**config.mk**
```make
export PLATFORM = sky130hd
export DESIGN_NAME = counter_sequencer
export DESIGN_NICKNAME = d
export VERILOG_FILES = /design/src/rtl/counter_sequencer.sv
export SDC_FILE = /design/constraint.sdc
export NUM_CORES = 1
export LEC_CHECK = 0
export BUFFER_PORTS_ARGS = -buffer_cell sky130_fd_sc_hd__buf_4
export CAP_MARGIN = 0
export CORE_MARGIN = 10
export CORE_UTILIZATION = 40
export DETAILED_ROUTE_END_ITERATION = 8
export GPL_TIMING_DRIVEN = 0
export PLACE_DENSITY_LB_ADDON = 0.2
export SLEW_MARGIN = 10
export SYNTH_ARGS = -nofsm -noshare
export SYNTH_HDL_FRONTEND = slang
export SYNTH_SLANG_ARGS = --single-unit
```
**constraint.sdc**
```tcl
create_clock -name i_clk -period 4.2 [get_ports i_clk]
set_clock_uncertainty 0.15 [all_clocks]
set_input_delay 1.05 -clock i_clk [delete_from_list [all_inputs] [get_ports i_clk]]
set_output_delay 1.05 -clock i_clk [all_outputs]
set_load 0.02 [all_outputs]
```
**src/rtl/counter_sequencer.sv**
```systemverilog
// Run controller for a prescaled event counter: start/pause/resume, clear, preload and
// terminal-count detection, in one-shot or auto-reload mode, with one-cycle tick/done strobes.
module counter_sequencer #(
   parameter int unsigned CLK_DIV    = 50000000,
   parameter int unsigned PRESCALE_W = 26,
   parameter int unsigned CNT_W      = 8
) (
   input  logic             i_clk,
   input  logic             i_rst_n,
   input  logic             i_start,
   input  logic             i_stop,
   input  logic             i_clear,
   input  logic             i_load,
   input  logic [CNT_W-1:0] i_load_val,
   input  logic [CNT_W-1:0] i_limit,
   input  logic             i_auto_reload,
   output logic [CNT_W-1:0] o_cout,
   output logic             o_tick,
   output logic             o_done,
   output logic             o_busy,
   output logic [1:0]       o_state
);

   typedef enum logic [1:0] {
      StIdle  = 2'b00,
      StRun   = 2'b01,
      StPause = 2'b10,
      StDone  = 2'b11
   } state_e;

   localparam logic [PRESCALE_W-1:0] PresLast = PRESCALE_W'(CLK_DIV - 1);

   state_e                r_state;
   state_e                w_state_d;
   logic [CNT_W-1:0]      r_cout;
   logic [CNT_W-1:0]      w_cout_d;
   logic [PRESCALE_W-1:0] r_presc;
   logic [PRESCALE_W-1:0] w_presc_d;
   logic                  r_tick;
   logic                  w_tick_d;
   logic                  r_done;
   logic                  w_done_d;
   logic                  r_busy;

   logic [CNT_W-1:0]      w_step_val;
   logic                  w_step_hit;
   logic                  w_presc_last;

   // Value the counter takes on a step; auto-reload wraps to zero once the limit was reached.
   assign w_step_val   = (i_auto_reload && (r_cout == i_limit)) ? '0 : r_cout + CNT_W'(1);
   assign w_step_hit   = (w_step_val == i_limit);
   assign w_presc_last = (r_presc == PresLast);

   always_comb begin
      w_state_d = r_state;
      w_cout_d  = r_cout;
      w_presc_d = r_presc;
      w_tick_d  = 1'b0;
      w_done_d  = 1'b0;

      if (i_clear) begin
         w_state_d = StIdle;
         w_cout_d  = '0;
         w_presc_d = '0;
      end else if (i_load && (r_state != StRun)) begin
         w_cout_d = i_load_val;
      end else begin
         unique case (r_state)
            StIdle: begin
               if (i_start) begin
                  w_state_d = StRun;
                  w_presc_d = '0;
               end
            end
            StRun: begin
               // A pause freezes the prescaler even at expiry, so no step is lost or doubled.
               if (i_stop) begin
                  w_state_d = StPause;
               end else if (w_presc_last) begin
                  w_presc_d = '0;
                  w_tick_d  = 1'b1;
                  w_cout_d  = w_step_val;
                  if (w_step_hit) begin
                     w_done_d = 1'b1;
                     if (!i_auto_reload) begin
                        w_state_d = StDone;
                     end
                  end
               end else begin
                  w_presc_d = r_presc + PRESCALE_W'(1);
               end
            end
            StPause: begin
               if (i_start) begin
                  w_state_d = StRun;
               end
            end
            StDone: begin
               if (i_start) begin
                  w_state_d = StRun;
                  w_cout_d  = '0;
                  w_presc_d = '0;
               end
            end
            default: begin
               w_state_d = StIdle;
            end
         endcase
      end
   end

   always_ff @(posedge i_clk or negedge i_rst_n) begin
      if (!i_rst_n) begin
         r_state <= StIdle;
         r_cout  <= '0;
         r_presc <= '0;
         r_tick  <= 1'b0;
         r_done  <= 1'b0;
         r_busy  <= 1'b0;
      end else begin
         r_state <= w_state_d;
         r_cout  <= w_cout_d;
         r_presc <= w_presc_d;
         r_tick  <= w_tick_d;
         r_done  <= w_done_d;
         r_busy  <= (w_state_d == StRun);
      end
   end

   assign o_cout  = r_cout;
   assign o_tick  = r_tick;
   assign o_done  = r_done;
   assign o_busy  = r_busy;
   assign o_state = r_state;

endmodule

```
==> impl_metrics.json, run 1 <==
{
  "yosys.cell_types.count": 55,
  "holdCritStartpoint": "r_presc[10]",
  "ys_dominant_reg_cell": "dfrtp_1",
  "start_util_pct": 42.09,
  "routed_length_on_met3_um": 426,
  "place_worst_setup_slack_ns": 1.035,
  "syn-instance-count": 290,
  "final.setup.tns_ns": 0,
  "vias_per_cell": 5.544,
  "postCtsResizedCells": 0,
  "clkSlewWorstSetupHoldPaths_ns": 0.08,
  "io_pins": 36,
  "part_of_the_power_in_the_clock_network_pct": 35.8,
  "status": "finished clean",
  "cts.htree.levels": 2,
  "synth_edf_count": 0,
  "leakagePower_nw": 1.188,
  "netSwitchingFraction_pct": 29.31,
  "required_ns": 4.24,
  "syn_avg_cell_area_um2": 8.745,
  "nets": 359,
  "worst-path-max-fanout": 8,
  "grt.overflow.total": 0,
  "power_frac_seq_pct": 43.2,
  "place.detailed.instances": 400,
  "clock_insertion_delay_worst_skew_ns": 0.30,
  "synth.cell_area_mm2": 0.002536,
  "drt-initial-drc-count": 137,
  "setup.reg_to_reg.worst_slack_ns": 1.56,
  "number_of_antenna_violations_at_the_first_check_in_global_routing": 0,
  "die_y_um": 99.63,
  "drv_cap": 0,
  "stdcell_count": 408,
  "clock_tree.root_cell": "clkbuf_8",
  "placedInstanceArea_mm2": 0.002893,
  "drc": 0,
  "area_of_the_die_mm2": 0.009925,
  "endpoint_type_of_the_worst_setup_path": "flop",
  "global_route_wire_length_before_repair_um": 11030,
  "via_count_of_the_first_global_routing_pass": 2246,
  "final.period_utilization_pct": 69.06,
  "layout.filler_cells": 601,
  "clock_tree_from_tritoncts": "done",
  "power_density_mw_per_mm2": 309.7,
  "final_area_mm2": 0.003010,
  "min_path_cells": 1,
  "detail_route.wl_per_cell_um": 15.45,
  "pin_count_of_the_biggest_net_entering_global_routing": 40,
  "flip_flop_and_latch_count_after_synthesis": 39,
  "synthArstFlopShare_pct": 100.0,
  "layout_setup_ws_ns": 1.299,
  "length_of_the_first_detailed_routing_pass_in_iterations": 4,
  "area.growth.synth_to_final_pct": 18.70,
  "fmax_mhz": 344.8,
  "final-setup-viol-count": 0,
  "rr_worst_depth": 7,
  "port_buffers": 35,
  "crit-reg2reg-launch": "o_cout[1]",
  "kind_of_critical_path": "in2reg",
  "internal-power_w": 0.0006591,
  "dp.final_hpwl_um": 4716,
  "ir_drop_mv": 0.1771,
  "cts_buffers": 5,
  "combinationalPowerShare_pct": 21.0,
  "highest_layer": "met4",
  "synthesis.yosys.warnings": 0,
  "clock_path_buffers": 2,
  "hold_path_class": "reg2reg",
  "dr_wl_met2_um": 2743,
  "post-cts-setup-buffers": 0,
  "total_count_of_hold_check_failures_in_the_final_report": 0,
  "final_antenna_net_count": 0,
  "critPathLaunchType": "input pin",
  "drt-total-wl_um": 6305,
  "hold_end": "r_presc[10]",
  "route.vias.total": 2262,
  "cts.hold.buffers_added": 0,
  "reg_to_reg_end": "o_busy",
  "slew_viol_final": 0,
  "ys_seq_area_share_pct": 38.48,
  "gp_congestion": 0.8421,
  "globalRouteTotalUtil_pct": 13.07,
  "arrival_ns": 2.94,
  "core_area_mm2": 0.006026,
  "die_width_um": 99.63,
  "insertedDiodeCount": 0,
  "slew_headroom_pct": 23.60,
  "post_layout_util_pct": 49.96,
  "timing_worst_slew_pin_value_ns": 1.137,
  "numClockSinks": 39,
  "layout_min_cycle_time_ns": 2.901,
  "synthesis.nets": 317,
  "num_rows": 28,
  "grt_setup_unrepaired": "false",
  "total_switching_power_w": 0.0002732,
  "met1Wirelength_um": 3073,
  "post_route_cells_drive_above_1_share_pct": 18.62
}
[power groups by stage]
stage          Sequential (W)  Combinational, W  Clock (W)
2_1_floorplan        0.000419          0.000107          0
3_3_place_gp         0.000410          0.000195          0
3_5_place_dp         0.000410          0.000196          0
4_1_cts              0.000402          0.000197   0.000339
5_1_grt              0.000404          0.000219   0.000356
6_report             0.000403          0.000196   0.000334
[layout by cell type, fill, tap and decap left out, types with 10 or more instances in the layout]
master	n
dfrtp_1	39
buf_4	37
nor2_1	34
xnor2_1	24
nand2_1	21
o21ai_0	17
nor3_1	17
a21oi_1	11
nand3_1	11
nand4_1	10
[metrics by stage]
step | power, W | hold WS, ns
4_1_cts | 0.0009388 | 0.3833
5_1_grt | 0.0009795 | 0.4214
6_report | 0.0009323 | 0.3797
2_1_floorplan | 0.0005265 | 0.3261
3_5_place_dp | 0.0006057 | 0.3660
3_3_place_gp | 0.0006044 | 0.3446
[worst max-delay path by stage]
stage | slack [ns] | to | startpoint | cells after the start
final | 1.30 | o_cout[0] | i_limit[6] | 7
after global routing | 1.15 | o_cout[0] | i_limit[6] | 7
after CTS | 1.35 | o_cout[0] | i_limit[6] | 7
after detailed placement | 1.03 | o_cout[0] | i_limit[6] | 7
after global placement | 1.02 | o_cout[0] | i_limit[6] | 7
after floorplan | 1.49 | o_state[0] | i_limit[6] | 6
[state kept, by name, indices dropped and copies added (netlist names)]
register / count
o_busy: 1
o_cout: 8
o_done: 1
o_state: 2
o_tick: 1
r_presc: 26
[synthesized netlist by cell type, drive strengths merged, types with 3 or more instances]
cell type,instances,area [um2]
a21oi,12,71.32
and3,6,42.54
and4,3,26.28
buf,7,38.78
dfrtp,39,975.9
ha,4,50.05
inv,9,33.78
nand2,21,78.83
nand2b,8,50.05
nand3,12,65.06
nand4,10,62.56
nor2,34,127.6
nor2b,5,31.28
nor3,17,85.08
nor4,3,18.77
o211ai,6,45.04
o21ai,19,95.09
o31ai,6,63.81
or2,4,25.02
or3,7,48.80
or4,3,22.52
xnor2,24,210.2
xor2,4,35.03
[cell families after synthesis]
kind of cell	after synthesis	synth area share (%)
AND/OR/NAND/NOR	139	28.91
AO/OA/AOI/OAI	60	16.92
flip-flops	39	38.48
XOR/XNOR	28	9.669
buffers and inverters	18	3.157
adder cells (fa/ha/maj)	4	1.973
multiplexers	2	0.8879
[layout make-up]
class	instances	area, um2	area share [%]
Buffer	9	46.29	1.538
Clock buffer	6	82.58	2.743
Clock inverter	2	35.03	1.164
Inverter	9	33.78	1.122
Multi-Input combinational cell	233	1480	49.17
Sequential cell	39	975.9	32.42
Tap cell	75	93.84	3.117
Timing Repair Buffer	35	262.8	8.728
[metal layers]
metal,global-route usage [%],vias up
met1,17.80,1066
met5,0,-
met3,3.599,8
met4,3.308,0
met2,19.79,52
li1,-,1136
[worst max-delay path, cell delays in order]
cell and delay, ns:
buf_4 0.12, xnor2_1 0.25, nand4_1 0.20, o31ai_2 0.66
nand2b_1 0.29, o21ai_0 0.10, mux2_2 0.27
Note: power is estimated with default switching activity, not from simulation.
==> inputs of run 2 (changes only) <==
==> constraint.sdc (replaced) <==
create_clock -name i_clk -period 2.4 [get_ports i_clk]
set_clock_uncertainty 0.15 [all_clocks]
set_input_delay 0.6 -clock i_clk [delete_from_list [all_inputs] [get_ports i_clk]]
set_output_delay 0.6 -clock i_clk [all_outputs]
set_load 0.02 [all_outputs]
==> impl_metrics.json, run 2 (synthesis results as in run 1) <==
{
  "cts.htree.levels": 2,
  "final_area_mm2": 0.003379,
  "hold_path_class": "in2async",
  "final_antenna_net_count": 0,
  "reg_to_reg_end": "o_cout[0]",
  "final_common_cell": "buf_4",
  "port_buffers": 35,
  "leakagePower_nw": 1.316,
  "kind_of_critical_path": "reg2reg",
  "via_count_of_the_first_global_routing_pass": 2393,
  "core_area_mm2": 0.006026,
  "clock_insertion_delay_worst_skew_ns": 0.30,
  "insertedDiodeCount": 0,
  "worst-path-max-fanout": 8,
  "nets": 382,
  "stdcell_count": 431,
  "gp_congestion": 0.8302,
  "layout_common_cells": "buf_4 (61), nor2_1 (34), dfrtp_1 (32)",
  "layout_setup_ws_ns": 0.06827,
  "grt.overflow.total": 0,
  "die_y_um": 99.63,
  "total_count_of_hold_check_failures_in_the_final_report": 0,
  "globalRouteTotalUtil_pct": 13.77,
  "endpoint_type_of_the_worst_setup_path": "flop",
  "fmax_mhz": 428.9,
  "route.vias.total": 2382,
  "clock_tree_from_tritoncts": "done",
  "length_of_the_first_detailed_routing_pass_in_iterations": 4,
  "numClockSinks": 39,
  "die_width_um": 99.63,
  "place_worst_setup_slack_ns": -0.3142,
  "post_route_cells_drive_above_1_share_pct": 33.71,
  "vias_per_cell": 5.527,
  "final-setup-viol-count": 0,
  "drv_cap": 0,
  "slew_headroom_pct": 33.76,
  "placedInstanceArea_mm2": 0.002902,
  "pin_count_of_the_biggest_net_entering_global_routing": 40,
  "place.detailed.instances": 400,
  "drt-total-wl_um": 6977,
  "hold_ws_ns": 0.1001,
  "dp.final_hpwl_um": 4854,
  "clock_path_buffers": 2,
  "setup.reg_to_reg.worst_slack_ns": 0.07,
  "area_of_the_die_mm2": 0.009925,
  "crit-reg2reg-launch": "o_cout[0]",
  "grt_setup_unrepaired": "true",
  "drt-initial-drc-count": 157,
  "io_pins": 36,
  "critPathLaunchType": "flop",
  "regMostFlops": "r_presc",
  "arrival_ns": 2.37,
  "start_util_pct": 42.09,
  "global_route_wire_length_before_repair_um": 11590,
  "largest_reg_flops": 26,
  "rr_worst_depth": 8,
  "number_of_antenna_violations_at_the_first_check_in_global_routing": 0,
  "area.growth.synth_to_final_pct": 33.25,
  "detail_route.wl_per_cell_um": 16.19,
  "timing_worst_slew_pin_value_ns": 0.9860,
  "clkSlewWorstSetupHoldPaths_ns": 0.09,
  "clock_tree.root_cell": "clkbuf_8",
  "slew_viol_final": 0,
  "ir_drop_mv": 0.2751,
  "num_rows": 28,
  "layout_min_cycle_time_ns": 2.332,
  "status": "finished clean",
  "power_density_mw_per_mm2": 482.3,
  "final.period_utilization_pct": 97.16,
  "required_ns": 2.44,
  "cts_buffers": 5,
  "drc": 0
}
==> run 2: worst max path at each step <==
stage | startpoint | to | slack [ns]
3_3_place_gp | i_limit[6] | o_cout[0] | -0.32
4_1_cts | o_state[0] | r_presc[15] | 0.0007
5_1_grt | o_cout[7] | o_busy | -0.04
3_5_place_dp | i_limit[6] | o_cout[0] | -0.31
2_1_floorplan | o_state[0] | r_presc[15] | -0.006
6_report | o_cout[0] | o_cout[0] | 0.07
==> run 2: final cells by class <==
class                      instances  area, um2
timing repair buffer              59      446.7
sequential                        39      984.7
fill                             558       2646
multi-input combinational        233       1669
buffer                             8      52.55
clock buffer                       6      82.58
clock inverter                     2      16.27
tap                               75      93.84
inverter                           9      33.78
==> run 2: per-layer routing <==
layer | up-vias | part of all wire, % | global-route usage, %
li1 | 1190 | - | -
met1 | 1128 | 49 | 18.90
met2 | 58 | 46 | 20.74
met3 | 6 | 4.4 | 3.599
met4 | 0 | 0.63 | 3.638
met5 | - | 0 | 0
==> run 2: worst max-delay path: stages (launching register included) <==
cell and delay [ns]:
dfrtp_1 0.44, buf_6 0.16, xnor2_1 0.19, nand4_1 0.20, buf_4 0.20, o31ai_4 0.30, nand2b_4 0.23, o21ai_0 0.09
mux2_2 0.26
==> run 2: timing repair <==
item / in CTS / in global routing
hold buffers: 0 / 0
setup buffers: 9 / 15
endpoints found under the setup margin: 28 / 35
pin swaps: 5 / 10
resized for setup: 12 / 36
==> run 2: report_power, final <==
part,total [W],switching [W],internal (W)
registers,0.000702,0.0000232,0.000679
logic,0.000430,0.000239,0.000191
clock network,0.000498,0.000263,0.000235
==> run 2: per-stage QoR <==
stage          setup TNS [ns]  total power, W  util [%]
6_report                    0        0.001630     56.08
3_3_place_gp           -3.557        0.001058     48.15
3_5_place_dp           -4.509        0.001061     48.15
2_1_floorplan        -0.01100       0.0009224         -
4_1_cts                     0        0.001589     51.93
5_1_grt               -0.1466        0.001712     56.08
